## config.mk

```make
export PLATFORM = sky130hd
export DESIGN_NAME = riscv_uart_programmer
export DESIGN_NICKNAME = d
export VERILOG_FILES = /design/src/rtl/riscv_uart_programmer.sv
export SDC_FILE = /design/constraint.sdc
export NUM_CORES = 1
export LEC_CHECK = 0
export ABC_AREA = 1
export CAP_MARGIN = 0
export CORE_UTILIZATION = 35
export CTS_CLUSTER_DIAMETER = 100
export DETAILED_ROUTE_END_ITERATION = 8
export PLACE_DENSITY = 0.61
export SYNTH_ARGS = -nofsm -noshare
export SYNTH_HDL_FRONTEND = slang
export SYNTH_SLANG_ARGS = --single-unit
```

## constraint.sdc

```tcl
create_clock -name clk -period 4.8 [get_ports clk]
set_input_delay 0.96 -clock clk [delete_from_list [all_inputs] [get_ports clk]]
set_output_delay 0.96 -clock clk [all_outputs]
set_load 0.05 [all_outputs]
```

## src/rtl/riscv_uart_programmer.sv

```systemverilog
// riscv_uart_programmer
// UART boot-loader front end. Receives a length-prefixed byte stream
// (2 length bytes, little-endian N, then N little-endian 32-bit words) and
// drives the upg_* programming interface with one write strobe per word.
//
// Optional feature macro: UPG_CHECKSUM_EN
//   When defined, one trailing byte carrying the XOR of all payload bytes
//   must follow the last word; a mismatch flags upg_err_o instead of done.
//
// Ports:
//   clk           single clock, also forwarded on upg_clk_o
//   rst_n         asynchronous active-low reset
//   rx_i          UART serial input (idle high, asynchronous)
//   prog_start_i  level; starts a session when sampled in P_IDLE / P_DONE
//   upg_rst_o     high while no session is active
//   upg_clk_o     copy of clk
//   upg_wen_o     one-cycle word write strobe
//   upg_adr_o     14-bit word address, held until the next write
//   upg_dat_o     32-bit write data, held until the next write
//   upg_done_o    session completed
//   upg_err_o     sticky length / checksum error
//   frame_err_o   sticky bad-stop-bit indication
module riscv_uart_programmer #(
  parameter int CLKS_PER_BIT = 87,
  parameter int MAX_WORDS    = 16384
) (
  input  logic        clk,
  input  logic        rst_n,
  input  logic        rx_i,
  input  logic        prog_start_i,
  output logic        upg_rst_o,
  output logic        upg_clk_o,
  output logic        upg_wen_o,
  output logic [13:0] upg_adr_o,
  output logic [31:0] upg_dat_o,
  output logic        upg_done_o,
  output logic        upg_err_o,
  output logic        frame_err_o
);

  localparam int CW = $clog2(CLKS_PER_BIT + 1);
  localparam logic [CW-1:0] FULL_BIT = CW'(CLKS_PER_BIT);
  localparam logic [CW-1:0] HALF_BIT = CW'(CLKS_PER_BIT / 2);
  localparam logic [16:0]   MAX_N    = 17'(MAX_WORDS);

  typedef enum logic [1:0] {R_IDLE, R_START, R_DATA, R_STOP} rx_state_t;

  typedef enum logic [2:0] {
    P_IDLE, P_LEN0, P_LEN1, P_WORD,
`ifdef UPG_CHECKSUM_EN
    P_CSUM,
`endif
    P_DONE
  } p_state_t;

  // ---------------- RX front end ----------------
  logic            rx_meta, rx_sync;
  rx_state_t       r_state;
  logic [CW-1:0]   bit_cnt;
  logic [2:0]      bit_idx;
  logic [7:0]      rx_shift;
  logic            byte_valid;
  logic            frame_bad;

  // Both synchronizer flops reset to the idle (high) line level so reset
  // release never looks like a start bit.
  always_ff @(posedge clk or negedge rst_n) begin
    if (!rst_n) begin
      rx_meta <= 1'b1;
      rx_sync <= 1'b1;
    end else begin
      rx_meta <= rx_i;
      rx_sync <= rx_meta;
    end
  end

  // The bit counter expires when it reaches 1, so a load of K means the
  // sample is taken K cycles later: half a bit lands mid start bit, then a
  // full bit per data/stop sample keeps sampling centred.
  always_ff @(posedge clk or negedge rst_n) begin
    if (!rst_n) begin
      r_state    <= R_IDLE;
      bit_cnt    <= '0;
      bit_idx    <= '0;
      rx_shift   <= '0;
      byte_valid <= 1'b0;
      frame_bad  <= 1'b0;
    end else begin
      byte_valid <= 1'b0;
      frame_bad  <= 1'b0;
      case (r_state)
        R_IDLE: begin
          if (!rx_sync) begin
            r_state <= R_START;
            bit_cnt <= HALF_BIT;
          end
        end
        R_START: begin
          if (bit_cnt == CW'(1)) begin
            if (rx_sync) begin
              r_state <= R_IDLE;
            end else begin
              r_state <= R_DATA;
              bit_cnt <= FULL_BIT;
              bit_idx <= '0;
            end
          end else begin
            bit_cnt <= bit_cnt - CW'(1);
          end
        end
        R_DATA: begin
          if (bit_cnt == CW'(1)) begin
            rx_shift <= {rx_sync, rx_shift[7:1]};
            bit_cnt  <= FULL_BIT;
            if (bit_idx == 3'd7) r_state <= R_STOP;
            else                 bit_idx <= bit_idx + 3'd1;
          end else begin
            bit_cnt <= bit_cnt - CW'(1);
          end
        end
        R_STOP: begin
          if (bit_cnt == CW'(1)) begin
            if (rx_sync) byte_valid <= 1'b1;
            else         frame_bad  <= 1'b1;
            r_state <= R_IDLE;
          end else begin
            bit_cnt <= bit_cnt - CW'(1);
          end
        end
        default: r_state <= R_IDLE;
      endcase
    end
  end

  // ---------------- Protocol FSM ----------------
  p_state_t      p_state;
  logic [7:0]    len_lo;
  logic [15:0]   len_q;
  logic [15:0]   len_in;
  logic [14:0]   word_idx;
  logic [1:0]    byte_idx;
  logic [23:0]   word_buf;
`ifdef UPG_CHECKSUM_EN
  logic [7:0]    csum;
`endif

  // rx_shift holds the last byte until the next frame's data bits arrive,
  // well after byte_valid has been consumed.
  assign len_in     = {rx_shift, len_lo};
  assign upg_rst_o  = (p_state == P_IDLE);
  assign upg_done_o = (p_state == P_DONE);
  assign upg_clk_o  = clk;

  // The end-of-payload check runs in the strobe cycle, when word_idx has
  // already advanced, which places done one cycle after the last strobe.
  always_ff @(posedge clk or negedge rst_n) begin
    if (!rst_n) begin
      p_state     <= P_IDLE;
      len_lo      <= '0;
      len_q       <= '0;
      word_idx    <= '0;
      byte_idx    <= '0;
      word_buf    <= '0;
      upg_wen_o   <= 1'b0;
      upg_adr_o   <= '0;
      upg_dat_o   <= '0;
      upg_err_o   <= 1'b0;
      frame_err_o <= 1'b0;
`ifdef UPG_CHECKSUM_EN
      csum        <= '0;
`endif
    end else begin
      upg_wen_o <= 1'b0;
      if (frame_bad) frame_err_o <= 1'b1;
      case (p_state)
        P_IDLE, P_DONE: begin
          // A start here overrides any byte arriving in the same cycle.
          if (prog_start_i) begin
            p_state     <= P_LEN0;
            word_idx    <= '0;
            byte_idx    <= '0;
            upg_err_o   <= 1'b0;
            frame_err_o <= 1'b0;
`ifdef UPG_CHECKSUM_EN
            csum        <= '0;
`endif
          end
        end
        P_LEN0: begin
          if (byte_valid) begin
            len_lo  <= rx_shift;
            p_state <= P_LEN1;
          end
        end
        P_LEN1: begin
          if (byte_valid) begin
            len_q <= len_in;
            if ({1'b0, len_in} > MAX_N) begin
              upg_err_o <= 1'b1;
              p_state   <= P_IDLE;
            end else if (len_in == 16'd0) begin
`ifdef UPG_CHECKSUM_EN
              p_state <= P_CSUM;
`else
              p_state <= P_DONE;
`endif
            end else begin
              p_state <= P_WORD;
            end
          end
        end
        P_WORD: begin
          if (upg_wen_o && ({1'b0, word_idx} == len_q)) begin
`ifdef UPG_CHECKSUM_EN
            p_state <= P_CSUM;
`else
            p_state <= P_DONE;
`endif
          end else if (byte_valid) begin
`ifdef UPG_CHECKSUM_EN
            csum <= csum ^ rx_shift;
`endif
            byte_idx <= byte_idx + 2'd1;
            if (byte_idx == 2'd3) begin
              upg_wen_o <= 1'b1;
              upg_adr_o <= word_idx[13:0];
              upg_dat_o <= {rx_shift, word_buf};
              word_idx  <= word_idx + 15'd1;
            end else begin
              word_buf <= {rx_shift, word_buf[23:8]};
            end
          end
        end
`ifdef UPG_CHECKSUM_EN
        P_CSUM: begin
          if (byte_valid) begin
            if (rx_shift == csum) begin
              p_state <= P_DONE;
            end else begin
              upg_err_o <= 1'b1;
              p_state   <= P_IDLE;
            end
          end
        end
`endif
        default: p_state <= P_IDLE;
      endcase
    end
  end

endmodule
```

==> impl_metrics.json, run 1 <==
{
  "outcome": "finished clean",
  "synthFlopType": "dfrtp_1",
  "register_area_um2": 3530,
  "die_h_um": 138,
  "worst_pin_slew_ns": 0.980,
  "synth_cell_type_count": 30,
  "async_reset_ff_share_pct": 100,
  "cts_tree": "yes",
  "m1WireLength_mm": 7.16,
  "die_w_um": 138,
  "drtAntennaViolNets": 0,
  "grt.total_usage_pct": 16.6,
  "worstPathRequired_ns": 3.84,
  "drive_gt1_share_pct": 5.92,
  "timing_hold_violations_final": 0,
  "fill_cells": 1870,
  "wl_met3_um": 484,
  "dr_wl_met2_mm": 6.31,
  "place_ws_ns": 0.768,
  "slew_headroom_pct": 34.5,
  "timing_worst_setup_path_type": "clock port to primary output",
  "place_congestion": 0.853,
  "synth_edf_count": 0,
  "drv_cap": 0,
  "final_common_cell": "nand2_1",
  "routed_wl_mm": 14.2,
  "ys_seq_area_share_pct": 54.8,
  "die_area_um2": 19000,
  "grt_pass1_vias": 4798,
  "final_cell_mix": "nand2_1 (293), dfrtp_1 (139), nor2_1 (79)",
  "synth_nets": 811,
  "layout.nets": 865,
  "insertion_delay_ns": 0.54,
  "post_cts_buffers": 0,
  "max-vdd-ir-drop_v": 0.000270,
  "row_count": 49,
  "setup_viol": 0,
  "ioPinCount": 56,
  "route.detailed.drc": 0,
  "num_antenna_cells": 0,
  "multi_input_area_um2": 2470,
  "postSynthCellCount": 796,
  "finalSetupTns_ns": 0,
  "yosys_warnings": 0,
  "buffer_ports.inserted": 55,
  "grt_pass1_wl_mm": 24.0,
  "cts_resized": 0,
  "vias": 5139,
  "dr.pass1.iters": 5,
  "grt_max_degree": 77,
  "start_util_pct": 35.8,
  "wl_per_cell_um": 13.0,
  "slew_viol_final": 0,
  "arrival_ns": 3.33,
  "avgSynthCellArea_um2": 8.10,
  "crit_fanout": 2,
  "end_kind": "primary output",
  "grt_setup_unrepaired": "no",
  "cts_hold_buffers": 0,
  "dr.first_iter.drc_count": 300,
  "syn-cell-area_um2": 6450,
  "finClkSkew_ns": 0.00795,
  "core-area_um2": 18000,
  "overflow": 0,
  "ys_ff_latch": 141,
  "antenna_found_initial": 0,
  "dp_hpwl_mm": 9.41,
  "top_layer_used": "met4",
  "syn_to_final_growth_pct": 21.6,
  "p_leak_nw": 3.90,
  "start_kind": "clock port",
  "hold_path.class": "flop to flop",
  "clk_pin_slew_worst_paths_ns": 0.06,
  "powerDensity_nw_per_um2": 404,
  "setup_slack_ns": 0.511,
  "viasPerCell": 4.71
}
==> final cells by class <==
class	count	area share (%)
repair buffers	59	7.39
flip-flops and latches	141	45.0
clock inverters	10	2.09
inverters	71	3.40
multi-input cells	556	31.5
well taps	229	3.65
clock buffers	24	6.91
==> worst max-delay path, cell delays in order <==
cell             delay [ns]
clkbuf_16              0.12
clkbuf_16              0.12
clkdlybuf4s50_1        0.68
==> Yosys cell counts, types with 2 or more instances <==
cell      instances  area, um^2
a21oi_1          26         130
buf_2             7        35.0
buf_4             2        15.0
buf_6             6        67.6
clkbuf_1         11        41.3
dfrtp_1         139        3480
dfstp_2           2        52.6
ha_1             11         138
inv_1            64         240
inv_2             6        22.5
nand2_1         293        1100
nand3_1          51         255
nand4_1           5        31.3
nor2_1           79         297
nor2_2            2        12.5
nor3_1           11        55.1
nor3b_1           2        15.0
o21ai_0          56         280
o21ai_1           4        20.0
o22ai_1           2        12.5
xor2_1            8        70.1
==> state kept, by name (all words and copies together) (netlist names), named ones only <==
register and cells:
bit_idx 3, frame_bad 1, len_q 16, len_lo 8, rx_shift 8, word_buf 24
rx_sync 1, byte_valid 1, rx_meta 1, bit_cnt 7, byte_idx 2, word_idx 15
p_state 3, upg_wen_o 1, upg_err_o 1, frame_err_o 1, upg_adr_o 14, upg_dat_o 32
r_state 1
==> cell families (layout without fill, tap and decap cells) <==
kind of cell / count (synthesis) / after routing / share of synthesized area, %
xor+xnor: 8 / 8 / 1.09
compound gates: 92 / 92 / 7.37
buf+inv: 99 / 164 / 6.89
fa+ha+maj: 11 / 11 / 2.13
simple gates: 445 / 445 / 27.8
flops: 141 / 141 / 54.8
==> final timing paths <==
path	startpoint	end	slack, ns	cells after the start
worst max-delay path	clk	upg_clk_o	0.51	3
worst min-delay path	rx_meta	rx_sync	0.36	0
worst max register to register	word_idx[7]	upg_adr_o[8]	2.45	10
worst min register to register	rx_meta	rx_sync	0.36	0
max in group asynchronous	rst_n	upg_adr_o[0]	3.37	2
min in group asynchronous	rst_n	upg_err_o	0.42	1
==> metal layers <==
layer | track usage (%) | vias to the layer above
met5 | 0 | -
met4 | 5.31 | 0
met3 | 4.64 | 17
met2 | 24.7 | 95
met1 | 23.1 | 2402
li1 | - | 2625
==> through the flow <==
step                      std cells  cell area (um^2)  util (%)  hold slack (ns)  total power (W)
after floorplan                 796              6450         -            0.345          0.00158
after global placement         1057              7150      39.6            0.345          0.00167
after detailed placement       1057              7150      39.6            0.347          0.00167
after CTS                      1090              7840      43.5            0.356          0.00320
after global routing           1090              7840      43.5            0.361          0.00333
final                          1090              7840      43.5            0.356          0.00317
==> power by group <==
part           total (W)  switching [W]  leakage, nW  internal (W)
Combinational   0.000342       0.000226         1.62      0.000116
Sequential       0.00126      0.0000283         1.94       0.00123
Clock            0.00157       0.000560        0.343       0.00101
Total            0.00317       0.000814         3.90       0.00236
Power figures use the tool's default switching activity.
==> run 2: changes to the inputs <==
CTS_BUF_LIST = sky130_fd_sc_hd__clkbuf_4   (was not set)
GPL_TIMING_DRIVEN = 0   (was not set)
clock period = 5 ns   (was 4.8 ns; I/O delays follow)
==> impl_metrics.json, run 2 (synthesized netlist as in run 1, its figures left out) <==
{
  "slew_headroom_pct": 58.8,
  "grt_setup_unrepaired": "no",
  "vias": 5265,
  "end_kind": "primary output",
  "setup_slack_ns": 0.478,
  "num_antenna_cells": 0,
  "grt_pass1_vias": 4896,
  "drv_cap": 0,
  "place_ws_ns": 0.714,
  "powerDensity_nw_per_um2": 311,
  "cts_hold_buffers": 0,
  "dr.pass1.iters": 4,
  "ioPinCount": 56,
  "overflow": 0,
  "p_leak_nw": 3.80,
  "r2r_cells": 10,
  "layout.nets": 889,
  "slew_viol_final": 0,
  "fin_cells": 1116,
  "grt.total_usage_pct": 16.9,
  "final_common_cell": "nand2_1",
  "start_kind": "clock port",
  "routed_wl_mm": 14.8,
  "drtAntennaViolNets": 0,
  "hold_path.class": "primary input to asynchronous set/reset pin",
  "die_area_um2": 19000,
  "route.detailed.drc": 0,
  "place_congestion": 0.833,
  "timing_worst_setup_path_type": "clock port to primary output",
  "dp_hpwl_mm": 10.6,
  "cts_resized": 0,
  "worst_pin_slew_ns": 0.619,
  "finClkSkew_ns": 0.0262,
  "die_h_um": 138,
  "antenna_found_initial": 0,
  "clk_pin_slew_worst_paths_ns": 0.13,
  "outcome": "finished clean",
  "worstPathRequired_ns": 4.00,
  "wl_per_cell_um": 13.3,
  "die_w_um": 138,
  "drive_gt1_share_pct": 7.44,
  "viasPerCell": 4.72,
  "buffer_ports.inserted": 55,
  "regMostFlops": "upg_dat_o",
  "crit_fanout": 2,
  "row_count": 49,
  "place_inst": 1081,
  "worst-r2r-setup-slack_ns": 2.94,
  "fill_cells": 1861,
  "post_cts_buffers": 0,
  "max-vdd-ir-drop_v": 0.000172,
  "cts_tree": "yes",
  "top_regs": "upg_dat_o x32, word_buf x24, len_q x16",
  "start_util_pct": 35.8,
  "final_cell_mix": "nand2_1 (293), dfrtp_1 (139), nor2_1 (79)",
  "grt_max_degree": 96,
  "placed_cell_area_um2": 7310,
  "largest_reg_flops": 32,
  "final_cell_area_um2": 7620,
  "dr.first_iter.drc_count": 327,
  "insertion_delay_ns": 0.67,
  "setup_viol": 0,
  "grt_pass1_wl_mm": 24.6,
  "core-area_um2": 18000,
  "arrival_ns": 3.52,
  "timing_hold_violations_final": 0,
  "syn_to_final_growth_pct": 18.1
}
run 2: path summary, 6_finish.rpt:
kind	startpoint	endpoint
worst max-delay path	clk	upg_clk_o
worst min-delay path	rst_n	asynchronous set/reset pin
worst max register to register	word_idx[7]	upg_adr_o[1]
worst min register to register	rx_meta	rx_sync
max in group asynchronous	rst_n	word_idx[10]
min in group clk	rx_meta	rx_sync
run 2: stage by stage:
| step | setup TNS [ns] | total power, W | hold WS, ns | util (%) |
|---|---|---|---|---|
| 5_1_grt | 0 | 0.00251 | 0.237 | 42.3 |
| 2_1_floorplan | 0 | 0.00151 | 0.345 | - |
| 4_1_cts | 0 | 0.00240 | 0.235 | 42.3 |
| 3_5_place_dp | 0 | 0.00162 | 0.353 | 40.6 |
| 6_report | 0 | 0.00237 | 0.258 | 42.3 |
| 3_3_place_gp | -436.06 | 0.00161 | 0.346 | 40.4 |
run 2: layout make-up:
cell class	instances	area [um^2]	area share, %
Sequential cell	141	3530	46.4
Tap cell	229	287	3.76
Clock inverter	15	153	2.00
Timing Repair Buffer	55	569	7.47
Multi-Input combinational cell	556	2470	32.5
Inverter	71	267	3.50
Clock buffer	21	160	2.10
Buffer	28	178	2.33
run 2: layer usage:
layer / track usage [%] / wire (um)
met1: 23.5 / 7480
met2: 25.7 / 6630
met3: 3.53 / 476
met4: 6.40 / 252
met5: 0 / 0
run 2: critical path, stage by stage:
cell,delay (ns)
clkbuf_4,0.11
clkbuf_4,0.12
buf_4,0.11
clkdlybuf4s50_1,0.68
run 2: power by group:
part           internal (W)  total [W]  leakage [nW]  switching [W]
clock              0.000312   0.000833         0.163       0.000521
combinational      0.000113   0.000330          1.70       0.000217
sequential          0.00118    0.00121          1.94      0.0000274
total               0.00160    0.00237          3.80       0.000765
==> patch: new RTL, settings of run 2 <==
Reset style: synchronous (`rst_n`), changed in 3 clocked blocks. Comments in the files are not updated.
--- a/src/rtl/riscv_uart_programmer.sv
+++ b/src/rtl/riscv_uart_programmer.sv
@@ -64,7 +64,7 @@
 
   // Both synchronizer flops reset to the idle (high) line level so reset
   // release never looks like a start bit.
-  always_ff @(posedge clk or negedge rst_n) begin
+  always_ff @(posedge clk) begin
     if (!rst_n) begin
       rx_meta <= 1'b1;
       rx_sync <= 1'b1;
@@ -77,7 +77,7 @@
   // The bit counter expires when it reaches 1, so a load of K means the
   // sample is taken K cycles later: half a bit lands mid start bit, then a
   // full bit per data/stop sample keeps sampling centred.
-  always_ff @(posedge clk or negedge rst_n) begin
+  always_ff @(posedge clk) begin
     if (!rst_n) begin
       r_state    <= R_IDLE;
       bit_cnt    <= '0;
@@ -153,7 +153,7 @@
 
   // The end-of-payload check runs in the strobe cycle, when word_idx has
   // already advanced, which places done one cycle after the last strobe.
-  always_ff @(posedge clk or negedge rst_n) begin
+  always_ff @(posedge clk) begin
     if (!rst_n) begin
       p_state     <= P_IDLE;
       len_lo      <= '0;
Formal check against the unedited RTL: differs if rst_n is asserted again (counterexample within 4 cycles, from zero or initial values and one cycle with rst_n low); with rst_n held inactive, the same outputs for 4 cycles.
==> patch against run 2 <==
Area after synthesis shrank 3.1%. Setup slack got worse by 0.011 ns. Sequential cell count stayed put. Routed wire length grew 13%. Design area shrank 3.9%. Power up 8.1%. Global-route usage rose by 2.3 points. Critical path type unchanged. Largest cell class is now multi-input combinational cells. Highest routed layer unchanged.
==> patch: results <==
set metrics [dict create \
    status "complete, no violations" \
    syn_nets 874 \
    slowest_delay_ns 0.69 \
    worst-r2r-cell-count 12 \
    grt_use_total_pct 19.2 \
    ys_types 36 \
    grt_max_degree 17 \
    grt_antenna_before_repair 1 \
    placed_area_sq_mm 0.00708 \
    clk_pin_slew_ns 0.10 \
    async_reset_ff_share_pct 0 \
    hp-class "flop to flop" \
    finClkSkew_ns 0.0163 \
    maxSlewHeadroom_pct 53.9 \
    drive_gt1_share_pct 7.73 \
    seq_area_frac_synth_pct 45.2 \
    wl_per_cell_um 14.3 \
    via_per_inst 4.96 \
    ff2ff_setup_slack_ns 2.99 \
    yosys-top-cells-count "nand2_1 (196), dfxtp_1 (141), a21oi_1 (123)" \
    gp_congestion 0.889 \
    r2r-end "word_idx[11]" \
    hpwlAfterDp_mm 12.3 \
    r2r-start "word_idx[1]" \
    grt_pass1_wl_mm 27.3 \
    grt_pass1_vias 5447 \
    synth_area_leaders "dfxtp_1 (45%), nand2_1 (12%), a21oi_1 (9.9%)" \
    ir_worst_vdd_v 0.000343 \
    p_leak_uw 0.00266 \
    worst_slack_ns 0.468 \
    cp.arrival_ns 3.53 \
    dr.first_iter.drc_count 439 \
    fin_nets 951 \
    synth_top_area_share_pct 45.2 \
    cp_max_fo 3 \
    clkLatencyLatePin_ns 0.65 \
    synth_ff_type "dfxtp_1" \
    cp-endpoint "upg_clk_o" \
]
## patch: cell count changes in the layout (fill, tap and decap cells not counted), moves of 10 or more
cell      before  now
dfxtp_1        0  141
dfrtp_1      139    0
a21oi_1       26  123
nand2_1      293  196
nand4_1        5   50
buf_2          7   21
clkbuf_1      11   24
nor2_1        79   69
o21ai_0       56   46
## patch: worst min-delay path by stage
stage	from	end	slack (ns)	cells after the start
2_1_floorplan	rx_meta	rx_sync	0.39	1
5_1_grt	rx_meta	rx_sync	0.46	1
3_5_place_dp	rx_meta	rx_sync	0.40	1
6_report	rx_meta	rx_sync	0.42	1
4_1_cts	rx_meta	rx_sync	0.43	1
3_3_place_gp	rx_meta	rx_sync	0.40	1
## patch: power by group
| group | switching [uW] | internal [uW] |
|---|---|---|
| Sequential | 52.4 | 1180 |
| Clock | 417 | 306 |
| Combinational | 406 | 204 |
| Total | 876 | 1690 |
## patch: routing by layer
metal / part of all wire [%] / vias to the layer above / wire, um / global-route usage (%)
met3: 3.9 / 17 / 650 / 4.23
met1: 49 / 2667 / 8200 / 25.6
li1: - / 3027 / - / -
met5: 0 / - / 0 / 0
met4: 1.1 / 0 / 177 / 6.68
met2: 46 / 94 / 7720 / 30.4
## patch: metrics by stage
stage	instances	utilization [%]	hold WS, ns
global placement	1139	40.8	0.396
global route	1170	42.2	0.456
CTS	1169	42.1	0.428
finish	1170	42.2	0.424
floorplan	859	-	0.393
detailed placement	1139	40.8	0.403
## patch: area by class of cell
cell class,count,area [sq um]
Antenna cell,1,2.50
Buffer,53,259
Clock buffer,26,198
Clock inverter,5,47.5
Fill cell,1843,10000
Inverter,70,263
Multi-Input combinational cell,595,2900
Sequential cell,141,2820
Tap cell,225,282
Timing Repair Buffer,54,541
## patch: cell families after synthesis
kind of cell	synth area share [%]
and+or+nand+nor	27.7
AOI/OAI and AO/OA	15.4
DFF	45.2
buffers and inverters	8.35
adders and majority gates	2.20
xor gates and xnor gates	1.12
## patch: critical path: cells and delay by family
family,cells,cell delay (ns)
buffers and inverters,4,1.04
